### config.mk
export PLATFORM = sky130hd
export DESIGN_NAME = fwd_hazard_ctrl_flat
export DESIGN_NICKNAME = d
export VERILOG_FILES = /design/src/rtl/fwd_hazard_ctrl_if.sv /design/src/rtl/fwd_hazard_ctrl.sv /design/src/flat_wrapper.sv
export SDC_FILE = /design/constraint.sdc
export NUM_CORES = 1
export LEC_CHECK = 0
export ABC_AREA = 0
export CORE_ASPECT_RATIO = 0.7
export CORE_UTILIZATION = 46
export DETAILED_ROUTE_END_ITERATION = 8
export HOLD_SLACK_MARGIN = 0.03
export PLACE_DENSITY = 0.76
export RECOVER_POWER = 50
export SYNTH_ARGS = -nofsm -noshare
export SYNTH_HDL_FRONTEND = slang
export SYNTH_SLANG_ARGS = --single-unit
### constraint.sdc
create_clock -name clk_i -period 1.6 [get_ports clk_i]
set_clock_uncertainty 0.05 [all_clocks]
set_input_delay 0.32 -clock clk_i [delete_from_list [all_inputs] [get_ports clk_i]]
set_output_delay 0.32 -clock clk_i [all_outputs]
set_load 0.05 [all_outputs]
### src/rtl/fwd_hazard_ctrl_if.sv
// fwd_hazard_ctrl_if: ID-stage request fields and forwarding/stall responses of the hazard controller
interface fwd_hazard_ctrl_if #(
  parameter int REG_ADDR_W = 5,
  parameter int CNT_W      = 16
);
  logic                  id_valid;
  logic [REG_ADDR_W-1:0] id_rs;
  logic [REG_ADDR_W-1:0] id_rt;
  logic                  id_uses_rt;
  logic [REG_ADDR_W-1:0] id_dest;
  logic                  id_reg_write;
  logic                  id_mem_read;
  logic                  flush;
  logic [1:0]            fwd_a_sel;
  logic [1:0]            fwd_b_sel;
  logic                  stall;
  logic [CNT_W-1:0]      stall_count;
  modport master (
    output id_valid, id_rs, id_rt, id_uses_rt, id_dest, id_reg_write, id_mem_read, flush,
    input  fwd_a_sel, fwd_b_sel, stall, stall_count
  );
  modport slave (
    input  id_valid, id_rs, id_rt, id_uses_rt, id_dest, id_reg_write, id_mem_read, flush,
    output fwd_a_sel, fwd_b_sel, stall, stall_count
  );
endinterface

### src/rtl/fwd_hazard_ctrl.sv
// fwd_hazard_ctrl: forwarding-select and load-use stall controller for a 5-stage MIPS pipeline
module fwd_hazard_ctrl #(
  parameter int REG_ADDR_W = 5,
  parameter int CNT_W      = 16
) (
  input logic               clk_i,
  input logic               rst_ni,
  fwd_hazard_ctrl_if.slave  bus
);
  typedef logic [REG_ADDR_W-1:0] reg_t;
  reg_t             ex_rs_q, ex_rt_q, ex_dest_q, mem_dest_q, wb_dest_q;
  reg_t             ex_rs_d, ex_rt_d, ex_dest_d;
  logic             ex_rw_q, ex_mr_q, mem_rw_q, wb_rw_q;
  logic             ex_rw_d, ex_mr_d;
  logic [CNT_W-1:0] cnt_q, cnt_d;
  logic             hazard, stall, bubble;
  logic [1:0]       sel_a, sel_b;
  always_comb begin
    hazard  = bus.id_valid & ex_mr_q & ex_rw_q & (ex_dest_q != '0) &
              ((ex_dest_q == bus.id_rs) | (bus.id_uses_rt & (ex_dest_q == bus.id_rt)));
    stall   = hazard & ~bus.flush;
    // a flushed or stalled ID instruction never reaches EX
    bubble  = hazard | bus.flush;
    ex_rs_d   = bubble ? '0 : bus.id_rs;
    ex_rt_d   = bubble ? '0 : bus.id_rt;
    ex_dest_d = bubble ? '0 : bus.id_dest;
    ex_rw_d   = ~bubble & bus.id_valid & bus.id_reg_write;
    ex_mr_d   = ~bubble & bus.id_valid & bus.id_mem_read;
    cnt_d     = (stall & ~&cnt_q) ? cnt_q + 1'b1 : cnt_q;
    // EX/MEM checked first so the youngest producer wins; $0 is never forwarded
    sel_a = (mem_rw_q & (mem_dest_q != '0) & (mem_dest_q == ex_rs_q)) ? 2'b01 :
            (wb_rw_q  & (wb_dest_q  != '0) & (wb_dest_q  == ex_rs_q)) ? 2'b10 : 2'b00;
    sel_b = (mem_rw_q & (mem_dest_q != '0) & (mem_dest_q == ex_rt_q)) ? 2'b01 :
            (wb_rw_q  & (wb_dest_q  != '0) & (wb_dest_q  == ex_rt_q)) ? 2'b10 : 2'b00;
  end
  always_ff @(posedge clk_i or negedge rst_ni) begin
    if (!rst_ni) begin
      ex_rs_q    <= '0;
      ex_rt_q    <= '0;
      ex_dest_q  <= '0;
      ex_rw_q    <= 1'b0;
      ex_mr_q    <= 1'b0;
      mem_dest_q <= '0;
      mem_rw_q   <= 1'b0;
      wb_dest_q  <= '0;
      wb_rw_q    <= 1'b0;
      cnt_q      <= '0;
    end else begin
      ex_rs_q    <= ex_rs_d;
      ex_rt_q    <= ex_rt_d;
      ex_dest_q  <= ex_dest_d;
      ex_rw_q    <= ex_rw_d;
      ex_mr_q    <= ex_mr_d;
      mem_dest_q <= ex_dest_q;
      mem_rw_q   <= ex_rw_q;
      wb_dest_q  <= mem_dest_q;
      wb_rw_q    <= mem_rw_q;
      cnt_q      <= cnt_d;
    end
  end
  assign bus.fwd_a_sel   = sel_a;
  assign bus.fwd_b_sel   = sel_b;
  assign bus.stall       = stall;
  assign bus.stall_count = cnt_q;
endmodule

### src/flat_wrapper.sv
// flat-port wrapper written by rule: the top's interface ports become plain ports
module fwd_hazard_ctrl_flat 
#(
  parameter int REG_ADDR_W = 5,
  parameter int CNT_W      = 16
)
  (clk_i, rst_ni, bus_id_valid, bus_id_rs, bus_id_rt, bus_id_uses_rt, bus_id_dest, bus_id_reg_write, bus_id_mem_read, bus_flush, bus_fwd_a_sel, bus_fwd_b_sel, bus_stall, bus_stall_count);
  fwd_hazard_ctrl_if #(.REG_ADDR_W(REG_ADDR_W), .CNT_W(CNT_W)) bus_i ();
  input logic clk_i;
  input logic rst_ni;
  input wire logic [$bits(bus_i.id_valid)-1:0] bus_id_valid;
  input wire logic [$bits(bus_i.id_rs)-1:0] bus_id_rs;
  input wire logic [$bits(bus_i.id_rt)-1:0] bus_id_rt;
  input wire logic [$bits(bus_i.id_uses_rt)-1:0] bus_id_uses_rt;
  input wire logic [$bits(bus_i.id_dest)-1:0] bus_id_dest;
  input wire logic [$bits(bus_i.id_reg_write)-1:0] bus_id_reg_write;
  input wire logic [$bits(bus_i.id_mem_read)-1:0] bus_id_mem_read;
  input wire logic [$bits(bus_i.flush)-1:0] bus_flush;
  output wire logic [$bits(bus_i.fwd_a_sel)-1:0] bus_fwd_a_sel;
  output wire logic [$bits(bus_i.fwd_b_sel)-1:0] bus_fwd_b_sel;
  output wire logic [$bits(bus_i.stall)-1:0] bus_stall;
  output wire logic [$bits(bus_i.stall_count)-1:0] bus_stall_count;
  assign bus_i.id_valid = bus_id_valid;
  assign bus_i.id_rs = bus_id_rs;
  assign bus_i.id_rt = bus_id_rt;
  assign bus_i.id_uses_rt = bus_id_uses_rt;
  assign bus_i.id_dest = bus_id_dest;
  assign bus_i.id_reg_write = bus_id_reg_write;
  assign bus_i.id_mem_read = bus_id_mem_read;
  assign bus_i.flush = bus_flush;
  assign bus_fwd_a_sel = bus_i.fwd_a_sel;
  assign bus_fwd_b_sel = bus_i.fwd_b_sel;
  assign bus_stall = bus_i.stall;
  assign bus_stall_count = bus_i.stall_count;
  fwd_hazard_ctrl #(.REG_ADDR_W(REG_ADDR_W), .CNT_W(CNT_W)) u_core (.clk_i(clk_i), .rst_ni(rst_ni), .bus(bus_i));
endmodule
# Word-level counts from Yosys, hierarchy flattened
# Index checks and enable logic that the tools add are counted.
# classes
bitwise_logic	20
magnitude_cmp	0
muxes	7
n_div	0
eq_ne	6
add_sub_neg	1
n_reduce_logical	5
n_mul	0
shifts	0
# op_table
operator	n
$eq A5 B5 Y1	6
$add A16 B1 Y16 const B	1
$and A1 B1 Y1	16
$reduce_and A16 Y1	1
$mux W5	3
$reduce_bool A5 Y1	3
$mux W2	4
$not A1 Y1	2
$or A1 B1 Y1	2
$logic_not A1 Y1	1
# totals
ram_bits	0
latch_bits	0
register_bits	45
mem_count	0
romBits	0

# Longest topological paths before layout
# Gate-level depths: netlist (run 1).
# logic_depth
ltp_word	8
mapped_depth	6
depth_no_buf	6

# Worst setup path before layout (run 1)
# Ideal clock, no wire load.
# synth_path
path_type	register -> output
startpoint	reg u_core.mem_dest_q[4]
endpoint	out bus_fwd_a_sel[1]
required_ps	1230
stages_incl_launch_ff	5
path_buffers	0
setup_slack_ps	-1759
arrival_ps	2989
cell_sequence	dfrtp_1 -> xnor2_1 -> nand3_1 -> nor4_1 -> nor4_1
# synth_between
elab_chain_len	4
# synth_lines
item	line	source
from (decl)	fwd_hazard_ctrl.sv:11	reg_t ex_rs_q, ex_rt_q, ex_dest_q, mem_dest_q, wb_dest_q;
from (signal assigned)	fwd_hazard_ctrl.sv:54	mem_dest_q <= ex_dest_q;
$reduce_bool A5 Y1	fwd_hazard_ctrl.sv:31	sel_a = (mem_rw_q & (mem_dest_q != '0) & (mem_dest_q == ex_rs_q)) ? 2'b01 :
$and A1 B1 Y1	fwd_hazard_ctrl.sv:31	
$and A1 B1 Y1 *	fwd_hazard_ctrl.sv:31	
$mux W2 *	fwd_hazard_ctrl.sv:31	
to (decl)	flat_wrapper.sv:19	output wire logic [$bits(bus_i.fwd_a_sel)-1:0] bus_fwd_a_sel;
# Every way passes the cells marked *; elsewhere a longest branch is shown, timed or not.

# Worst setup path after layout (run 1)
# layout_path
startpoint	reg u_core.wb_dest_q[2]
endpoint	out bus_fwd_b_sel[1]
# layout_between
elab_chain_len	5
# layout_lines
item	line	source
from (decl)	fwd_hazard_ctrl.sv:11	
from (signal assigned)	fwd_hazard_ctrl.sv:56	wb_dest_q <= mem_dest_q;
$reduce_bool A5 Y1	fwd_hazard_ctrl.sv:34	(wb_rw_q & (wb_dest_q != '0) & (wb_dest_q == ex_rt_q)) ? 2'b10 : 2'b00;
$and A1 B1 Y1	fwd_hazard_ctrl.sv:34	
$and A1 B1 Y1 *	fwd_hazard_ctrl.sv:34	
$mux W2 *	fwd_hazard_ctrl.sv:34	
$mux W2 *	fwd_hazard_ctrl.sv:33	sel_b = (mem_rw_q & (mem_dest_q != '0) & (mem_dest_q == ex_rt_q)) ? 2'b01 :
to (decl)	flat_wrapper.sv:20	output wire logic [$bits(bus_i.fwd_b_sel)-1:0] bus_fwd_b_sel;
# Marked as above.

==> results of run 1 <==
==> final cells by class <==
class,instances,area [sq um],share of cell area (%)
multi-input cells,125,1496,36.28
repair buffers,122,1331,32.27
flip-flops and latches,45,1145,27.75
well taps,55,68.82,1.668
clock buffers,8,80.08,1.941
inverters,1,3.754,0.09099
==> per-layer routing <==
metal	up-vias	GRT usage (%)	part of all wire, %
met2	144	62.88	49
li1	865	-	-
met3	49	5.049	7.2
met5	-	0	0
met1	1088	41.63	38
met4	0	14.53	5.7
==> power groups by stage <==
stage                     Combinational [mW]  Sequential (mW)  Clock, mW
after floorplan                        0.136             1.23          0
final                                  0.470             1.22      0.721
after global routing                   0.490             1.22      0.747
after global placement                 0.285             1.23          0
after detailed placement               0.299             1.23          0
after CTS                              0.368             1.21      0.683
==> critical path: stages (launching register included) <==
cell and delay [ns]:
sky130_fd_sc_hd__dfrtp_1 0.42, sky130_fd_sc_hd__buf_6 0.13, sky130_fd_sc_hd__xor2_1 0.16, sky130_fd_sc_hd__or4_4 0.56, sky130_fd_sc_hd__nor4_4 0.38, sky130_fd_sc_hd__buf_12 0.18
==> Yosys cell counts, types with 2 or more instances <==
library cell,n
sky130_fd_sc_hd__nor2_1,3
sky130_fd_sc_hd__a21oi_1,3
sky130_fd_sc_hd__nand4_1,2
sky130_fd_sc_hd__xnor2_1,16
sky130_fd_sc_hd__or4_1,4
sky130_fd_sc_hd__o21ai_0,2
sky130_fd_sc_hd__nand3_1,8
sky130_fd_sc_hd__and2_1,15
sky130_fd_sc_hd__nand2b_1,2
sky130_fd_sc_hd__clkbuf_1,2
sky130_fd_sc_hd__nor4b_1,2
sky130_fd_sc_hd__nor4_1,13
sky130_fd_sc_hd__nor3_1,3
sky130_fd_sc_hd__and3_1,3
sky130_fd_sc_hd__xor2_1,27
sky130_fd_sc_hd__nand2_1,5
sky130_fd_sc_hd__dfrtp_1,45
sky130_fd_sc_hd__nand3b_1,2
==> through the flow <==
stage | TNS [ns] | utilization, % | hold WS, ns
after floorplan | -4.994 | - | -0.02559
after global placement | -14.63 | 77.01 | 0.2586
after detailed placement | -16.73 | 77.01 | 0.2686
after CTS | -8.561 | 89.02 | 0.3401
after global routing | -16.85 | 94.74 | 0.3929
final | -15.17 | 94.74 | 0.3941
==> what timing repair did <==
action / 4_1_cts / 5_1_grt
hold endpoints to repair: 45 / 0
buffers inserted: 21 / 11
setup endpoints to repair: 38 / 38
pin swaps: 37 / 42
gates cloned: 2 / 0
hold buffers: 1 / 0
gates resized for setup: 55 / 54
==> worst max-delay path by stage <==
stage,end,from,slack (ns),cells past startpoint
2_1_floorplan,bus_fwd_a_sel[1],u_core.mem_dest_q[0],-0.60,4
3_3_place_gp,u_core.bus.stall_count[11],bus_id_rt[4],-0.55,7
3_5_place_dp,u_core.bus.stall_count[10],bus_id_rt[0],-0.67,7
4_1_cts,bus_fwd_b_sel[1],u_core.mem_dest_q[0],-0.78,5
5_1_grt,bus_fwd_b_sel[1],u_core.wb_dest_q[2],-0.94,5
6_report,bus_fwd_b_sel[1],u_core.wb_dest_q[2],-0.91,5
==> cells by family (layout without fill, tap and decap cells) <==
family	count (synthesis)	after routing
muxes	1	1
AOI/OAI and AO/OA	11	11
xor gates and xnor gates	43	43
and+or+nand+nor	69	69
buffers and inverters	4	131
adders and majority gates	1	1
DFF	45	45
==> state kept, by name, summed over array words and instances (netlist names), 5 cells and up <==
signal                  cells
u_core.bus.stall_count     16
u_core.ex_dest_q            5
u_core.ex_rs_q              5
u_core.ex_rt_q              5
u_core.mem_dest_q           5
u_core.wb_dest_q            5
==> summary by stage, run 1 <==
Detailed routing
The routed design has 9691 um of wire. The detail-routed via count per cell is 6.028. After detailed routing, the average wire length per cell comes to 27.22 um. The total via count in the routed design is 2146. The pre-antenna-repair detailed-routing pass consisted of 4 iterations. The number of DRC violations after detailed routing is 0. For this block, the initial DRC count from the detailed router was 124. The count of nets left with antenna violations once routing finished came out at 0.

Pwr
The sequential fraction of design power is 50.7%. For this design the total switching power over the nets is 690.1 uW. Net switching is 28.57% of the power. The worst-case IR drop observed on VDD is 0.6014 mV. The power density over the cells is 585.5 nW/um^2. Cell internal power was estimated by the tool at 1.725 mW.

In this run, the clock network consumes 29.8% of the power. The total power is 2.415 mW. The standby leakage power is 1.958 nW. Combinational cells account for 19.5% of the total power.

Layout
The top cell types in the final layout, fill and taps aside, are 46 x sky130_fd_sc_hd__buf_4, 30 x sky130_fd_sc_hd__dfrtp_1, 26 x sky130_fd_sc_hd__xor2_1. The finished layout holds 356 standard cells, fillers aside. Cells with a size suffix above 1 make up 63.46% of the layout. Once layout is done, the placed cells without fillers occupy 4125 sq um. The area growth from synthesis to layout is 95.90%. At the end of the flow, the number of nets in the layout was 323. The most common cell after layout, fill and taps aside is sky130_fd_sc_hd__buf_4. The layout filler cell count is 101.

The number of antenna cells inserted is 0.

Floorplanning
The core region area is 4354 sq um. The die outline width is 82.87 um. The initial core utilization is 48.36%. The top-level port count is 43. The number of standard-cell rows in the floorplan is 20. From bottom edge to top edge, the die measures 58.61 um. The area of the die is 4857 sq um.

CTS
The number of levels in the clock H-tree is 2. The clock transition at the registers of the reported paths is 0.09 ns. Buffers inserted during clock tree synthesis total 5.

TritonCTS built the clock tree. The later pin in the worst-skew pair is clocked with a latency of 0.31 ns. The maximum count of clock buffers along a single path is 2. The cell sitting at the root of the clock tree is a sky130_fd_sc_hd__clkbuf_8. The clock drives 45 sinks.

Timing
Headroom to the max-slew limit came out at 58.38%. Static timing analysis puts the maximum clock frequency at 398.6 MHz. Setup violations remaining at the end of the flow were counted as 38. The measured slew at the worst slew-check pin is 0.6243 ns. Setup repair after global routing could not meet its margin everywhere. Subtracting the final worst setup slack from the clock period gives 2.509 ns. The worst-case setup margin in the final layout is -0.9089 ns. The final number of max-transition violations was 0.

After layout, the worst path uses 156.8% of the clock period. The number of hold violations in the final report came to 0.

Logic synthesis
After Yosys synthesis, XOR and XNOR cells account for 17.88% of the synthesized area. The synthesized netlist devotes 5.051% of its cell area to compound gates. The number of warnings printed during yosys synthesis is 0. For this run, asynchronously set or reset flops after synthesis account for 100.0%.

The area share of the largest cell type after synthesis is 53.48%. A synthesized cell averages 12.10 sq um. The post-synthesis mux area share is 0.7130%.

The simple-gate area share of the yosys netlist is 21.21%. The total standard cell area after synthesis is 2106 sq um. The commonest register cell after synthesis is sky130_fd_sc_hd__dfrtp_1. The part of the Yosys area used for sequential elements is 53.48%.

Synthesis handed over a netlist of 174 instances. The number of enable flip-flop cells after synthesis is 0. The number of library cell types mapped by synthesis is 35.

The post-synth net total is 197. The total of flip-flops plus latches after synthesis is 45. Of the total synthesized cell area, the portion taken by full adders, half adders and majority gates is 0.5942%.

In the post-synthesis netlist, the biggest area contributors are sky130_fd_sc_hd__dfrtp_1 53%, sky130_fd_sc_hd__xor2_1 11%, sky130_fd_sc_hd__xnor2_1 6.7%, sky130_fd_sc_hd__and2_1 4.5%, sky130_fd_sc_hd__nor4_1 3.9%. The combinational family with the most area after synthesis is simple AND/OR/NAND/NOR gates. sky130_fd_sc_hd__dfrtp_1 takes more of the synthesized area than any other cell.

Global route
The via count of the first global-routing pass is 2204. The total overflow left after global routing is 0. The first global-routing pass estimated 12230 um of wire. The number of antenna violations at the first check in global routing came to 0. The global-route total usage across every layer is 34.32%. The largest net degree at the start of global routing is 46.

Critical path
The critical path launch point type is a flop. In this run the register-to-register setup slack is -0.56 ns. Counting cells, the worst reg-to-reg path comes to 9. At the worst endpoint, the arrival time is 2.14 ns. The source of the worst register-to-register timing path is u_core.ex_dest_q[1].

The end of the worst register-to-register path is u_core.bus.stall_count[10]. STA classifies the critical path endpoint as a primary output. For the worst setup path, the data required time is 1.23 ns. In this run the worst path has a maximum fanout of 3.

The worst setup path category is flop to primary output.

Placed design
The post-placement cell count is 318. The weighted congestion reported at the end of routability-driven placement is 0.8524. The wire-length estimate of the detail-placed layout is 4277 um. Input and output buffers added on the ports amount to 42. In this run the cell area measured after placement is 3353 sq um. At the placement stage, the worst setup path has a slack of -0.6710 ns.

Worst hold path
The type of the worst min-delay path is flop to flop. The start point of the worst min-delay path is u_core.ex_rw_q. The worst hold path passes through 0 cells. The worst hold endpoint is u_core.mem_rw_q.

Run status
The final reports fail on setup timing. The flow ran to the end, but the final reports show violations.

Job
The max-cap violation count is 0.
(Power assumes the default switching activity.)
==> inputs of run 2 (changes only) <==
- CORE_MARGIN: not set -> 3
- CTS_CLUSTER_DIAMETER: not set -> 120
- SKIP_CTS_REPAIR_TIMING: not set -> 1
==> run 2 against run 1 <==
Compared with the run above:
- the run still ends with setup timing left
- hold slack worse by 0.097 ns
- cell area is 6.6% lower
- first-iteration DRC count is 18% lower
- clock-buffer cell count is 1 lower
- critical path type unchanged
- critical endpoint is now bus_fwd_a_sel[1]
==> summary by stage, run 2 (same netlist as run 1, synthesis figures left out) <==
Run status
The flow ran to the end, but the final reports show violations. The checks that failed: setup timing.

Layout
The library cell used most frequently in the layout, excluding fill and tap cells, is sky130_fd_sc_hd__buf_4. The multi-input gate area in the final layout was 1381 sq um (-7.7%). The proportion of layout cells with a drive suffix above 1 is 54.26% (-9.2 points).

The layout filler cell count is 126 (+25%). The post-layout net count came to 305 (-5.6%). The number of antenna cells inserted is 0 (unchanged). The footprint of the flip-flops and latches is 1147 sq um (+0.22%). The area growth from synthesis to layout is 82.89%. The filler-free cell count of the finished design is 334 (-6.2%). The finished layout cell area is 3851 sq um (-6.6%). The flip-flop count of the largest register after layout is 16 (unchanged). The library cells used most frequently in the layout, excluding fill and tap cells, are 48 x sky130_fd_sc_hd__buf_4, 28 x sky130_fd_sc_hd__dfrtp_1, 27 x sky130_fd_sc_hd__xor2_1.

Pwr
The largest voltage drop on the vdd net came to 0.6479 mV (+7.7%). The combinational fraction of design power is 17.8% (-1.7 points). The standby leakage power was 1.866 nW (-4.7%).

The fraction of power consumed by the clock network is 30.8% (+1.0 points). The power density over the cells was 616.3 nW/um^2 (+5.3%). The net switching power is 640.1 uW (-7.2%).

The sequential fraction of design power was 51.4% (+0.7 points). The proportion of total power due to net switching is 26.97% (-1.6 points). The total internal power came to 1.733 mW (+0.48%).

Floorplanning
The die outline width is 86.87 um (+4.8%). The area of the die is 5439 sq um (+12%). The number of standard-cell rows in the floorplan came to 19 (-5.0%). The die height is 62.61 um (+6.8%).

The top-level port count is 43 (unchanged). The initial core utilization came to 50.62% (+2.3 points). The core region area came to 4160 sq um (-4.5%).

Timing
The share of the clock period used by the worst path after layout is 153.7% (-3.1 points). The fmax came to 406.5 MHz (+2.0%). The clock period minus worst slack was 2.460 ns (-0.04916 ns). The summed negative setup slack over all endpoints was -15.98 ns (-0.8121 ns). Setup repair after global routing could not meet its margin everywhere. The worst-case setup margin in the final layout was -0.8598 ns (+0.04916 ns). The max-slew headroom at the worst pin is 52.99% (-5.4 points). The number of hold violations in the final report is 0 (unchanged). The smallest hold slack is 0.2966 ns (-0.09745 ns).

The setup-violating endpoint count in the final report is 38 (unchanged). The measured slew at the worst slew-check pin is 0.7034 ns (+0.07913 ns). The final number of max-transition violations is 0 (unchanged).

Placed design
The post-placement cell count is 310 (-2.5%). The half-perimeter wire length after placement is 4351 um (+1.7%). The weighted congestion reported at the end of routability-driven placement was 0.8249 (-3.2%). The post-place instance area was 3312 sq um (-1.2%). The worst-case setup slack after placement came to -0.6509 ns (+0.02013 ns). The count of port buffers added during placement is 42 (unchanged).

Global route
The met1 demand-to-capacity share in global routing is 27.54% (-14 points). The aggregate global routing overflow was 0 (unchanged). The met3 track utilization from global routing is 4.216% (-0.83 points). The global-route wire length before repair is 8942 um (-27%). The via count of the first global-routing pass is 1829 (-17%). The global-route met2 utilization came to 36.27% (-27 points). The global-route total usage across every layer is 21.36% (-13 points). In this run the most used layer during global routing was met2. The largest net degree at the start of global routing is 46 (unchanged). The number of antenna violations at the first check in global routing is 0 (unchanged).

Critical path
The worst setup path is captured at a primary output. The critical-path cell with the highest stage delay is sky130_fd_sc_hd__or4_4. The number of buffer and inverter instances along the worst setup path was 1 (-1). The critical path launch point type is a flop. The required time reported for the critical path endpoint came to 1.23 ns (about the same).

On the critical path the largest part of the delay comes from simple AND/OR/NAND/NOR gates. The worst stage delay on the critical path is 0.58 ns (+0.02 ns). Traced cell by cell, the critical path runs through or4_1 -> o21ai_0 -> or4_4 -> nor4_4 -> buf_12.

The data arrival at the endpoint of the critical path is 2.09 ns (-0.05 ns). The worst setup path category is flop to primary output. The critical-path maximum fanout came to 3 (unchanged).

CTS
TritonCTS built the clock tree. The maximum count of clock buffers along a single path is 2 (unchanged). The clock insertion delay at the later pin of the skew report came to 0.31 ns (about the same). The CTS sink count came to 45 (unchanged).

The CTS buffer count is 5 (unchanged). The buffer type at the clock tree root is sky130_fd_sc_hd__clkbuf_8. The clock transition at the registers of the reported paths is 0.08 ns (about the same). The number of levels in the clock H-tree is 2 (unchanged).

Detailed routing
The total via count in the routed design is 1955 (-8.9%). The number of detailed-routing iterations run before antenna repair came to 4 (unchanged). The DRC violation total after the first TritonRoute iteration is 102 (-18%). The detail-routed via count per cell is 5.853 (-2.9%).

The antenna violation net count after detailed routing is 0 (unchanged). The total length of routed wires was 8025 um (-17%). The detail-routed net length per standard cell is 24.03 um (-12%). The number of DRC violations after detailed routing came to 0 (unchanged).

Worst hold path
The type of the worst min-delay path is input port to flop.

Job
The max-cap violation count is 0 (unchanged).
==> run 2: cell count changes in the layout (fill, tap and decap cells not counted), sizes merged <==
cell	previous run	this run
buf	95	83
clkbuf	14	7
clkdlybuf4s50	14	16
dlygate4sd2	6	0
dlymetal6s2s	0	4
==> run 2: per-layer routing <==
| metal | wire length (um) | vias to the layer above |
|---|---|---|
| li1 | - | 834 |
| met1 | 3341 | 1032 |
| met2 | 4201 | 77 |
| met3 | 395 | 12 |
| met4 | 87 | 0 |
| met5 | 0 | - |
==> run 2: per-stage QoR <==
step	util, %	total power, mW
floorplan	-	1.364
global placement	79.61	1.517
detailed placement	79.61	1.534
CTS	81.68	2.218
global route	92.57	2.451
finish	92.57	2.374
==> run 2: final timing paths <==
check	slack [ns]	start	end	depth (start not counted)
worst min register to register	0.37	u_core.ex_rw_q	u_core.mem_rw_q	0
worst min-delay path	0.30	bus_id_rt[1]	u_core.ex_rt_q[1]	2
max in group asynchronous	0.79	rst_ni	u_core.bus.stall_count[15]	3
worst max register to register	-0.68	u_core.ex_dest_q[4]	u_core.bus.stall_count[9]	7
worst max-delay path	-0.86	u_core.wb_dest_q[4]	bus_fwd_a_sel[1]	5
min in group asynchronous	0.48	rst_ni	u_core.ex_rw_q	3
==> run 2: power by group through the flow <==
stage | combinational (mW) | sequential, mW | clock [mW]
final | 0.423 | 1.22 | 0.731
after detailed placement | 0.301 | 1.23 | 0
after global placement | 0.287 | 1.23 | 0
after global routing | 0.445 | 1.22 | 0.785
after CTS | 0.302 | 1.21 | 0.706
after floorplan | 0.136 | 1.23 | 0
==> run 2: layout make-up <==
cell class,instances,share of cell area (%)
well taps,52,1.689
flip-flops and latches,45,29.79
repair buffers,104,30.31
multi-input cells,125,35.87
inverters,1,0.09747
clock buffers,7,2.242
